**config.mk**
```make
export PLATFORM = sky130hd
export DESIGN_NAME = vector_processor
export DESIGN_NICKNAME = d
export VERILOG_FILES = /design/src/rtl/vector_processor.sv
export SDC_FILE = /design/constraint.sdc
export NUM_CORES = 2
export LEC_CHECK = 0
export ABC_AREA = 1
export CORE_UTILIZATION = 63
export CTS_CLUSTER_SIZE = 8
export DETAILED_ROUTE_END_ITERATION = 10
export PLACE_DENSITY = 0.83
export SYNTH_ARGS = -nofsm -noshare
export SYNTH_HDL_FRONTEND = slang
export SYNTH_SLANG_ARGS = --single-unit
```
**constraint.sdc**
```tcl
create_clock -name clk -period 10.1 [get_ports clk]
set_input_delay 2.02 -clock clk [delete_from_list [all_inputs] [get_ports clk]]
set_output_delay 2.02 -clock clk [all_outputs]
set_load 0.01 [all_outputs]
```
**src/rtl/vector_processor.sv**
```systemverilog
// Four-lane 8.8 fixed-point vector unit answering the shader start/done handshake.
// One shared 17x17 signed multiplier serves all lanes; LENGTH finishes with a bitwise restoring sqrt.
module vector_processor #(
    parameter int DATA_WIDTH   = 16,
    parameter int VECTOR_WIDTH = 4
) (
    input  logic                                 clk,
    input  logic                                 rst_n,
    input  logic                                 start,
    input  logic [3:0]                           operation,
    input  logic [VECTOR_WIDTH*DATA_WIDTH-1:0]   vec_a,
    input  logic [VECTOR_WIDTH*DATA_WIDTH-1:0]   vec_b,
    input  logic [DATA_WIDTH-1:0]                scalar,
    output logic                                 busy,
    output logic                                 done,
    output logic [VECTOR_WIDTH*DATA_WIDTH-1:0]   result,
    output logic                                 result_valid
);
    typedef enum logic [1:0] {IDLE, LANE, SQRT, DONE} state_t;

    localparam logic [3:0] OP_ADD = 4'd0, OP_SUB = 4'd1, OP_MUL = 4'd2, OP_DOT = 4'd3,
                           OP_SCALE = 4'd4, OP_LENGTH = 4'd5;

    state_t      state_q, state_d;
    logic [1:0]  lane_q, lane_d;
    logic [3:0]  iter_q, iter_d;
    logic [63:0] a_q, b_q;
    logic [15:0] s_q;
    logic [3:0]  op_q;
    logic [63:0] wres_q, wres_d, result_q, result_d;
    logic [33:0] acc_q, acc_d;
    logic [31:0] rad_q, rad_d;
    logic [19:0] rem_q, rem_d;
    logic [15:0] root_q, root_d;

    function automatic logic [15:0] lane_of(input logic [63:0] v, input logic [1:0] i);
        case (i)
            2'd0:    return v[63:48];
            2'd1:    return v[47:32];
            2'd2:    return v[31:16];
            default: return v[15:0];
        endcase
    endfunction

    function automatic logic [63:0] put_lane(input logic [63:0] v, input logic [1:0] i,
                                             input logic [15:0] x);
        logic [63:0] r;
        r = v;
        case (i)
            2'd0:    r[63:48] = x;
            2'd1:    r[47:32] = x;
            2'd2:    r[31:16] = x;
            default: r[15:0]  = x;
        endcase
        return r;
    endfunction

    // In IDLE the raw inputs feed the datapath so lane 0 is processed on the accept edge.
    logic               idle;
    logic [3:0]         cur_op;
    logic [63:0]        cur_a, cur_b;
    logic [15:0]        cur_s, mul_x, mul_y;
    logic [1:0]         cur_lane;
    logic               mul_signed, lane_op;
    logic signed [16:0] mx, my;
    logic signed [33:0] prod;
    logic [33:0]        acc_next;
    logic [63:0]        alu_res;
    logic [19:0]        rem_sh, trial;
    logic [15:0]        root_n;

    always_comb begin
        idle       = (state_q == IDLE);
        cur_op     = idle ? operation : op_q;
        cur_a      = idle ? vec_a : a_q;
        cur_b      = idle ? vec_b : b_q;
        cur_s      = idle ? scalar : s_q;
        cur_lane   = idle ? 2'd0 : lane_q;
        mul_signed = (cur_op == OP_DOT) || (cur_op == OP_LENGTH);
        lane_op    = (cur_op >= OP_MUL) && (cur_op <= OP_LENGTH);
        mul_x      = lane_of(cur_a, cur_lane);
        mul_y      = (cur_op == OP_SCALE)  ? cur_s :
                     (cur_op == OP_LENGTH) ? mul_x : lane_of(cur_b, cur_lane);
        mx         = $signed({mul_signed & mul_x[15], mul_x});
        my         = $signed({mul_signed & mul_y[15], mul_y});
        prod       = mx * my;
        acc_next   = (idle ? 34'd0 : acc_q) + prod;

        alu_res = '0;
        for (int i = 0; i < 4; i++) begin
            if (cur_op == OP_ADD)
                alu_res[i*16 +: 16] = cur_a[i*16 +: 16] + cur_b[i*16 +: 16];
            else if (cur_op == OP_SUB)
                alu_res[i*16 +: 16] = cur_a[i*16 +: 16] - cur_b[i*16 +: 16];
        end

        // One restoring step: bring down two radicand bits, try appending a 1 to the root.
        rem_sh = (rem_q << 2) | {18'd0, rad_q[31:30]};
        trial  = {2'b00, root_q, 2'b01};
        root_n = {root_q[14:0], (rem_sh >= trial)};
    end

    always_comb begin
        state_d  = state_q;
        lane_d   = lane_q;
        iter_d   = iter_q;
        wres_d   = wres_q;
        acc_d    = acc_q;
        rad_d    = rad_q;
        rem_d    = rem_q;
        root_d   = root_q;
        result_d = result_q;
        case (state_q)
            IDLE: begin
                if (start) begin
                    if (lane_op) begin
                        state_d = LANE;
                        lane_d  = 2'd1;
                        acc_d   = acc_next;
                        wres_d  = put_lane(wres_q, 2'd0, prod[23:8]);
                    end else begin
                        // Single-cycle ops are resolved here; DONE is their only busy cycle.
                        state_d  = DONE;
                        result_d = alu_res;
                    end
                end
            end
            LANE: begin
                lane_d = lane_q + 2'd1;
                acc_d  = acc_next;
                wres_d = put_lane(wres_q, lane_q, prod[23:8]);
                if (lane_q == 2'd3) begin
                    if (op_q == OP_LENGTH) begin
                        state_d = SQRT;
                        iter_d  = 4'd15;
                        rad_d   = (|acc_next[33:32]) ? 32'hFFFF_FFFF : acc_next[31:0];
                        rem_d   = '0;
                        root_d  = '0;
                    end else begin
                        state_d  = DONE;
                        result_d = (op_q == OP_DOT) ? {acc_next[23:8], 48'd0}
                                                    : put_lane(wres_q, 2'd3, prod[23:8]);
                    end
                end
            end
            SQRT: begin
                rad_d  = rad_q << 2;
                rem_d  = (rem_sh >= trial) ? (rem_sh - trial) : rem_sh;
                root_d = root_n;
                iter_d = iter_q - 4'd1;
                if (iter_q == 4'd0) begin
                    state_d  = DONE;
                    result_d = {root_n, 48'd0};
                end
            end
            default: state_d = IDLE;
        endcase
    end

    always_ff @(posedge clk or negedge rst_n) begin
        if (!rst_n) begin
            state_q  <= IDLE;
            lane_q   <= '0;
            iter_q   <= '0;
            a_q      <= '0;
            b_q      <= '0;
            s_q      <= '0;
            op_q     <= '0;
            wres_q   <= '0;
            result_q <= '0;
            acc_q    <= '0;
            rad_q    <= '0;
            rem_q    <= '0;
            root_q   <= '0;
        end else begin
            state_q  <= state_d;
            lane_q   <= lane_d;
            iter_q   <= iter_d;
            wres_q   <= wres_d;
            result_q <= result_d;
            acc_q    <= acc_d;
            rad_q    <= rad_d;
            rem_q    <= rem_d;
            root_q   <= root_d;
            if (idle && start) begin
                a_q  <= vec_a;
                b_q  <= vec_b;
                s_q  <= scalar;
                op_q <= operation;
            end
        end
    end

    assign busy         = (state_q != IDLE);
    assign done         = (state_q == DONE);
    assign result_valid = (state_q == DONE);
    assign result       = result_q;
endmodule
```
# After elaboration in Yosys (flattened, before gate mapping)
# Index checks and enable logic that the tools add are counted.
# classes
addsub	12
multipliers	1
magnitude_cmp	3
eq_ne	22
muxes	58
bitwise_logic	4
reduce_logical	21
# ops
op	n
$mux W64	10
$mux W16	17
$pmux W64 S3	1
$pmux W64 S2	1
$mux W34	3
$mux W32	3
$pmux W16 S3	2
$pmux W34 S2	1
$add A16 B16 Y16	4
$pmux W32 S2	1
$sub A16 B16 Y16	4
$mux W18	3
$pmux W18 S2	1
$add A34 B34 Y34	1
$mul A17 B17 Y34	1
$pmux W16 S2	1
$ge A20 B18 Y1	1
$or A20 B2 Y20	1
$sub A18 B18 Y18	1
$reduce_and A3 Y1	5
$mux W2	7
$eq A4 B3 Y1 const B	3
$mux W4	3
$ne A2 B2 Y1 const B	6
25 further kinds	40
# word_totals
ff_bits	368
inputBits	151
output_inout_bits	67
elab_cells	136

# Longest topological paths before layout
# logic_depth
word_depth	14
mapped_depth	54
depth_no_buf	51

# Worst setup path before layout
# Ideal clock, no wire load.
# synth_path
kind	input to register
from	in operation[3]
to	reg rad_q[10]
arrival_ns	9.461
t_required_ns	9.984
slack_ns	0.522
cell_stages	41
path_buffers	1
cell_sequence	inv_1 > nand2_1 > nand2_1 > nand3_4 > nor2_4 > inv_4 > o211ai_1 > o211ai_2 > nand2_2 > inv_2 > nor2_1 > inv_1 > fa_1 > inv_1 > fa_1 > fa_1 > inv_1 > fa_1 > [5 not listed] > a31oi_1 > a21boi_0 > nand3_1 > a21oi_1 > xor2_1 > ha_1 > a21o_1 > a21boi_0 > nand2_1 > a21oi_1 > nand3_1 > inv_1 > nand2_1 > nand2_1 > buf_2 > nand3_1 > nand2_1 > nand2_1
# synth_between
elab_chain_len	12
word_cells_on_any_way	16
classes_between	add/sub (1); mul (1); eq/ne (3); mux (7); bitwise (2); reduce/logical (2)
# synth_rtl
element	line	rtl
start: declaration	10	input logic [3:0] operation,
$mux W4 *	74	cur_op = idle ? operation : op_q;
$eq A4 B3 Y1	79, 83	
$mux W16	83	(cur_op == OP_LENGTH) ? mul_x : lane_of(cur_b, cur_lane);
$mux W16	82	mul_y = (cur_op == OP_SCALE) ? cur_s :
$and A1 B1 Y1	85	my = $signed({mul_signed & mul_y[15], mul_y});
$mul A17 B17 Y34 *	86	prod = mx * my;
$add A34 B34 Y34 *	87	acc_next = (idle ? 34'd0 : acc_q) + prod;
$reduce_or A2 Y1	136	rad_d = (|acc_next[33:32]) ? 32'hFFFF_FFFF : acc_next[31:0];
$mux W32 *	136	
$mux W32 *	133	if (op_q == OP_LENGTH) begin
$mux W32 *	132	if (lane_q == 2'd3) begin
$pmux W32 S2 *	113	case (state_q)
end signal: assignment	182	rad_q <= rad_d;
end: declaration	32	logic [31:0] rad_q, rad_d;
# Mark *: on every way between the ends. The rest lies on a longest branch, timed or not. The select of a mux whose other input is x is not followed.
# A chain may end at the register's enable or synchronous reset.

# Final worst setup path
# layout_path
from	in vec_b[54]
to	reg rad_q[29]
# layout_between
elab_chain_len	11
# layout_rtl
element	line	rtl
start: declaration	12	input logic [VECTOR_WIDTH*DATA_WIDTH-1:0] vec_b,
$mux W64 *	76	cur_b = idle ? vec_b : b_q;
$pmux W16 S3 *	37	case (i)
$mux W16 *	83	
$mux W16 *	82	
$mul A17 B17 Y34 *	86	
named net prod[22]	66	logic signed [33:0] prod;
$add A34 B34 Y34 *	87	
$reduce_or A2 Y1	136	
$mux W32 *	136	
$mux W32 *	133	
$mux W32 *	132	
$pmux W32 S2 *	113	
# Mark *: on every way through the listed nets, which the timed path passes. The rest lies on a longest branch. The select of a mux whose other input is x is not followed.

==> results.sh <==
export IMPL_run_status="complete, but fails checks"
export IMPL_violations="setup timing"
export IMPL_initialDrtViolationCount=6712
export IMPL_fmax_mhz=97.7
export IMPL_hold_ws_ns=0.477
export IMPL_yosys_top_cells_count="nand2_1, inv_1, nor2_1"
export IMPL_drc_errors_left=0
export IMPL_cts_buffers=52
export IMPL_post_synth_main_area_contributors="dfrtp_1, fa_1, nand2_1"
export IMPL_die_x_um=254
export IMPL_number_of_i_o_port_buffers=217
export IMPL_clock_root_buffer="clkbuf_16"
export IMPL_worstSkewPairLatency_ns=0.63
export IMPL_synth_ff_type="dfrtp_1"
export IMPL_synth_xor_area_share_pct=1.58
export IMPL_critical_path_max_stage_delay_ns=0.54
export IMPL_critical_path_n_buffers_inverters=15
export IMPL_ff2ff_path_depth=50
export IMPL_synth_top_family_by_area="simple AND/OR/NAND/NOR gates"
export IMPL_first_global_vias=40500
export IMPL_finalCritPeriodShare_pct=101
export IMPL_grt_start_max_net_pins=125
export IMPL_synth_adder_area_share_pct=23.6
export IMPL_row_count=91
export IMPL_hpwl_um=120000
export IMPL_routed_wirelength_um=153000
export IMPL_deepest_level_of_the_cts_h_tree=2
export IMPL_syn2layout_area_growth_pct=23.2
export IMPL_timing_critical_path_arrival_ns=10.76
export IMPL_synth_top_cell_area_share_pct=23.1
export IMPL_ys_ff_latch=368
export IMPL_placeableCoreArea_mm2=0.0622
export IMPL_synth_seq_area_share_pct=23.1
export IMPL_criticalPathCategory="primary input to flop"
export IMPL_clk_pin_slew_worst_paths_ns=0.06
export IMPL_synth_cell_types=60
export IMPL_globalRouteTotalUtil_pct=45.9
export IMPL_final_setup_worst_slack_ns=-0.138
export IMPL_cp_slowest_cell="fa_1"
export IMPL_yosys_mux_area_fraction_pct=0
export IMPL_critPathCaptureType="flop"
export IMPL_regArea_mm2=0.00921
export IMPL_synthMostInstantiatedCell="nand2_1"
export IMPL_worst_hold_depth=2
export IMPL_critical_path_top_delay_family="adder cells"
export IMPL_share_of_flip_flops_with_an_asynchronous_set_or_reset_pct=100
export IMPL_finalSetupViolCount=3
export IMPL_min_delay_path_class="flop to flop"
export IMPL_critPathMaxFanout=5
export IMPL_drt_pre_antenna_iters=10
export IMPL_grt_overflow=0
export IMPL_slew_violations=0
export IMPL_timing_critical_path_from_type="primary input"
export IMPL_fin_skew_ns=0.0741
export IMPL_cap_violations=0
export IMPL_post_synth_and_or_nand_nor_area_fraction_pct=24.1
export IMPL_clockBufferDepth=3
export IMPL_n_fill_cell=4415
export IMPL_floorplan_io_pins=218
export IMPL_critPathRequiredTime_ns=10.62
export IMPL_clock_sink_count=368
export IMPL_die_y_um=254
export IMPL_synth_fp_nets=6421
export IMPL_postSynthAreaPerCell_um2=7.01
export IMPL_period_needed_ns=10.24
export IMPL_post_synth_edffs=0
export IMPL_grt_antenna_before_repair=2
export IMPL_compound_cell_area_share_of_the_yosys_netlist_pct=15.9
export IMPL_tightest_slew_ns=1.08
export IMPL_multiInputGateArea_mm2=0.0269
export IMPL_finish_net_count=7055
export IMPL_via_count=43400
export IMPL_netlist_instances=5699
export IMPL_detail_route_wl_per_cell_um=21.4
export IMPL_die_area_mm2=0.0644
export IMPL_cts_tree="done"
export IMPL_synthesis_area_mm2=0.0399
export IMPL_post_cts_hold_buffer_count=0
export IMPL_initial_utilization_pct=64.2
export IMPL_drt_vias_per_instance=6.04
export IMPL_cell_accounting_for_the_most_synthesized_area="dfrtp_1"
export IMPL_logic_depth_of_the_worst_setup_path_including_buffers=48
export IMPL_final_layout_size_suffix_gt1_share_pct=14.1
export IMPL_routabilityCongestion=1.09
export IMPL_place_ws_ns=-0.606
export IMPL_final_hold_violation_count=0
export IMPL_slew_headroom_pct=28.2
export IMPL_detail_route_antenna_nets=0
export IMPL_synthesis_yosys_warnings=0
export IMPL_grt_first_pass_wirelength_um=226000
==> placed cells by master, fill, tap and decap left out, types with 54 or more instances in the layout <==
| cell | count |
|---|---|
| clkbuf_16 | 58 |
| o21ai_0 | 457 |
| dfrtp_1 | 368 |
| o21ai_1 | 54 |
| nor2_1 | 581 |
| fa_1 | 297 |
| buf_4 | 543 |
| nand2_1 | 1333 |
| a21oi_1 | 389 |
| clkdlybuf4s50_1 | 213 |
| nand3_1 | 242 |
| inv_1 | 906 |
| ha_1 | 244 |
==> stage by stage <==
step / area, um^2 / cells / utilization [%] / TNS (ns)
final: 49200 / 7178 / 79.1 / -0.186
after global placement: 46500 / 7089 / 74.8 / -15.17
after detailed placement: 46500 / 7089 / 74.8 / -28.80
after CTS: 47900 / 7150 / 77.1 / 0
after floorplan: 39900 / 5699 / - / 0
after global routing: 49200 / 7177 / 79.1 / -6.68
==> final timing paths <==
kind / end / slack [ns] / start
max: rad_q[29] / -0.14 / vec_b[54]
min: result[51] / 0.48 / result[51]
max reg2reg: rad_q[29] / 0.09 / state_q[0]
min reg2reg: result[51] / 0.48 / result[51]
max in group asynchronous: a_q[2] / 7.06 / rst_n
min in group asynchronous: rem_q[4] / 1.42 / rst_n
==> cell families (layout without fill, tap and decap cells) <==
kind of cell | Yosys count | after routing
AOI/OAI and AO/OA | 1144 | 1144
xor gates and xnor gates | 72 | 72
adders and majority gates | 571 | 571
buffers and inverters | 1177 | 1818
DFF | 368 | 368
other | 0 | 1
and+or+nand+nor | 2367 | 2367
==> registers in the layout, indices dropped and copies added, names as in the netlist <==
signal	flops
a_q	64
acc_q	34
b_q	64
iter_q	4
lane_q	2
op_q	4
rad_q	32
rem_q	18
result	64
root_q	16
s_q	16
state_q	2
wres_q	48
==> worst reg2reg max path, delay by kind of cell (launching register included) <==
kind | cells | cell delay, ns
fa+ha+maj | 9 | 3.96
simple gates | 21 | 2.84
buf+inv | 14 | 1.76
compound gates | 5 | 0.80
flops | 1 | 0.38
xor+xnor | 1 | 0.18
==> what timing repair did <==
| item | in CTS | in global routing |
|---|---|---|
| pin swaps | 0 | 64 |
| endpoints found under the setup margin | 1 | 63 |
| cloned | 0 | 8 |
| gates resized for setup | 1 | 229 |
| buffers inserted | 0 | 19 |
==> area by class of cell <==
type,instances,area share [%]
antenna,1,0.00509
multi-input combinational,4154,54.7
clock inverter,3,0.163
timing repair buffer,797,14.2
inverter,960,7.38
tap,837,2.13
sequential,368,18.7
clock buffer,58,2.73
==> per-layer routing <==
metal  GRT usage, %  share of wire [%]  vias to the layer above
met5              0             0.0085                        -
met4           24.7                6.6                        2
met3           11.9                 14                      637
met2           66.6                 41                     3218
met1           62.5                 38                    20300
li1               -                  -                    19200
Power is left out: the tool's default activity adds up to more than one toggle a clock period on the data nets, which glitch-free logic cannot reach.
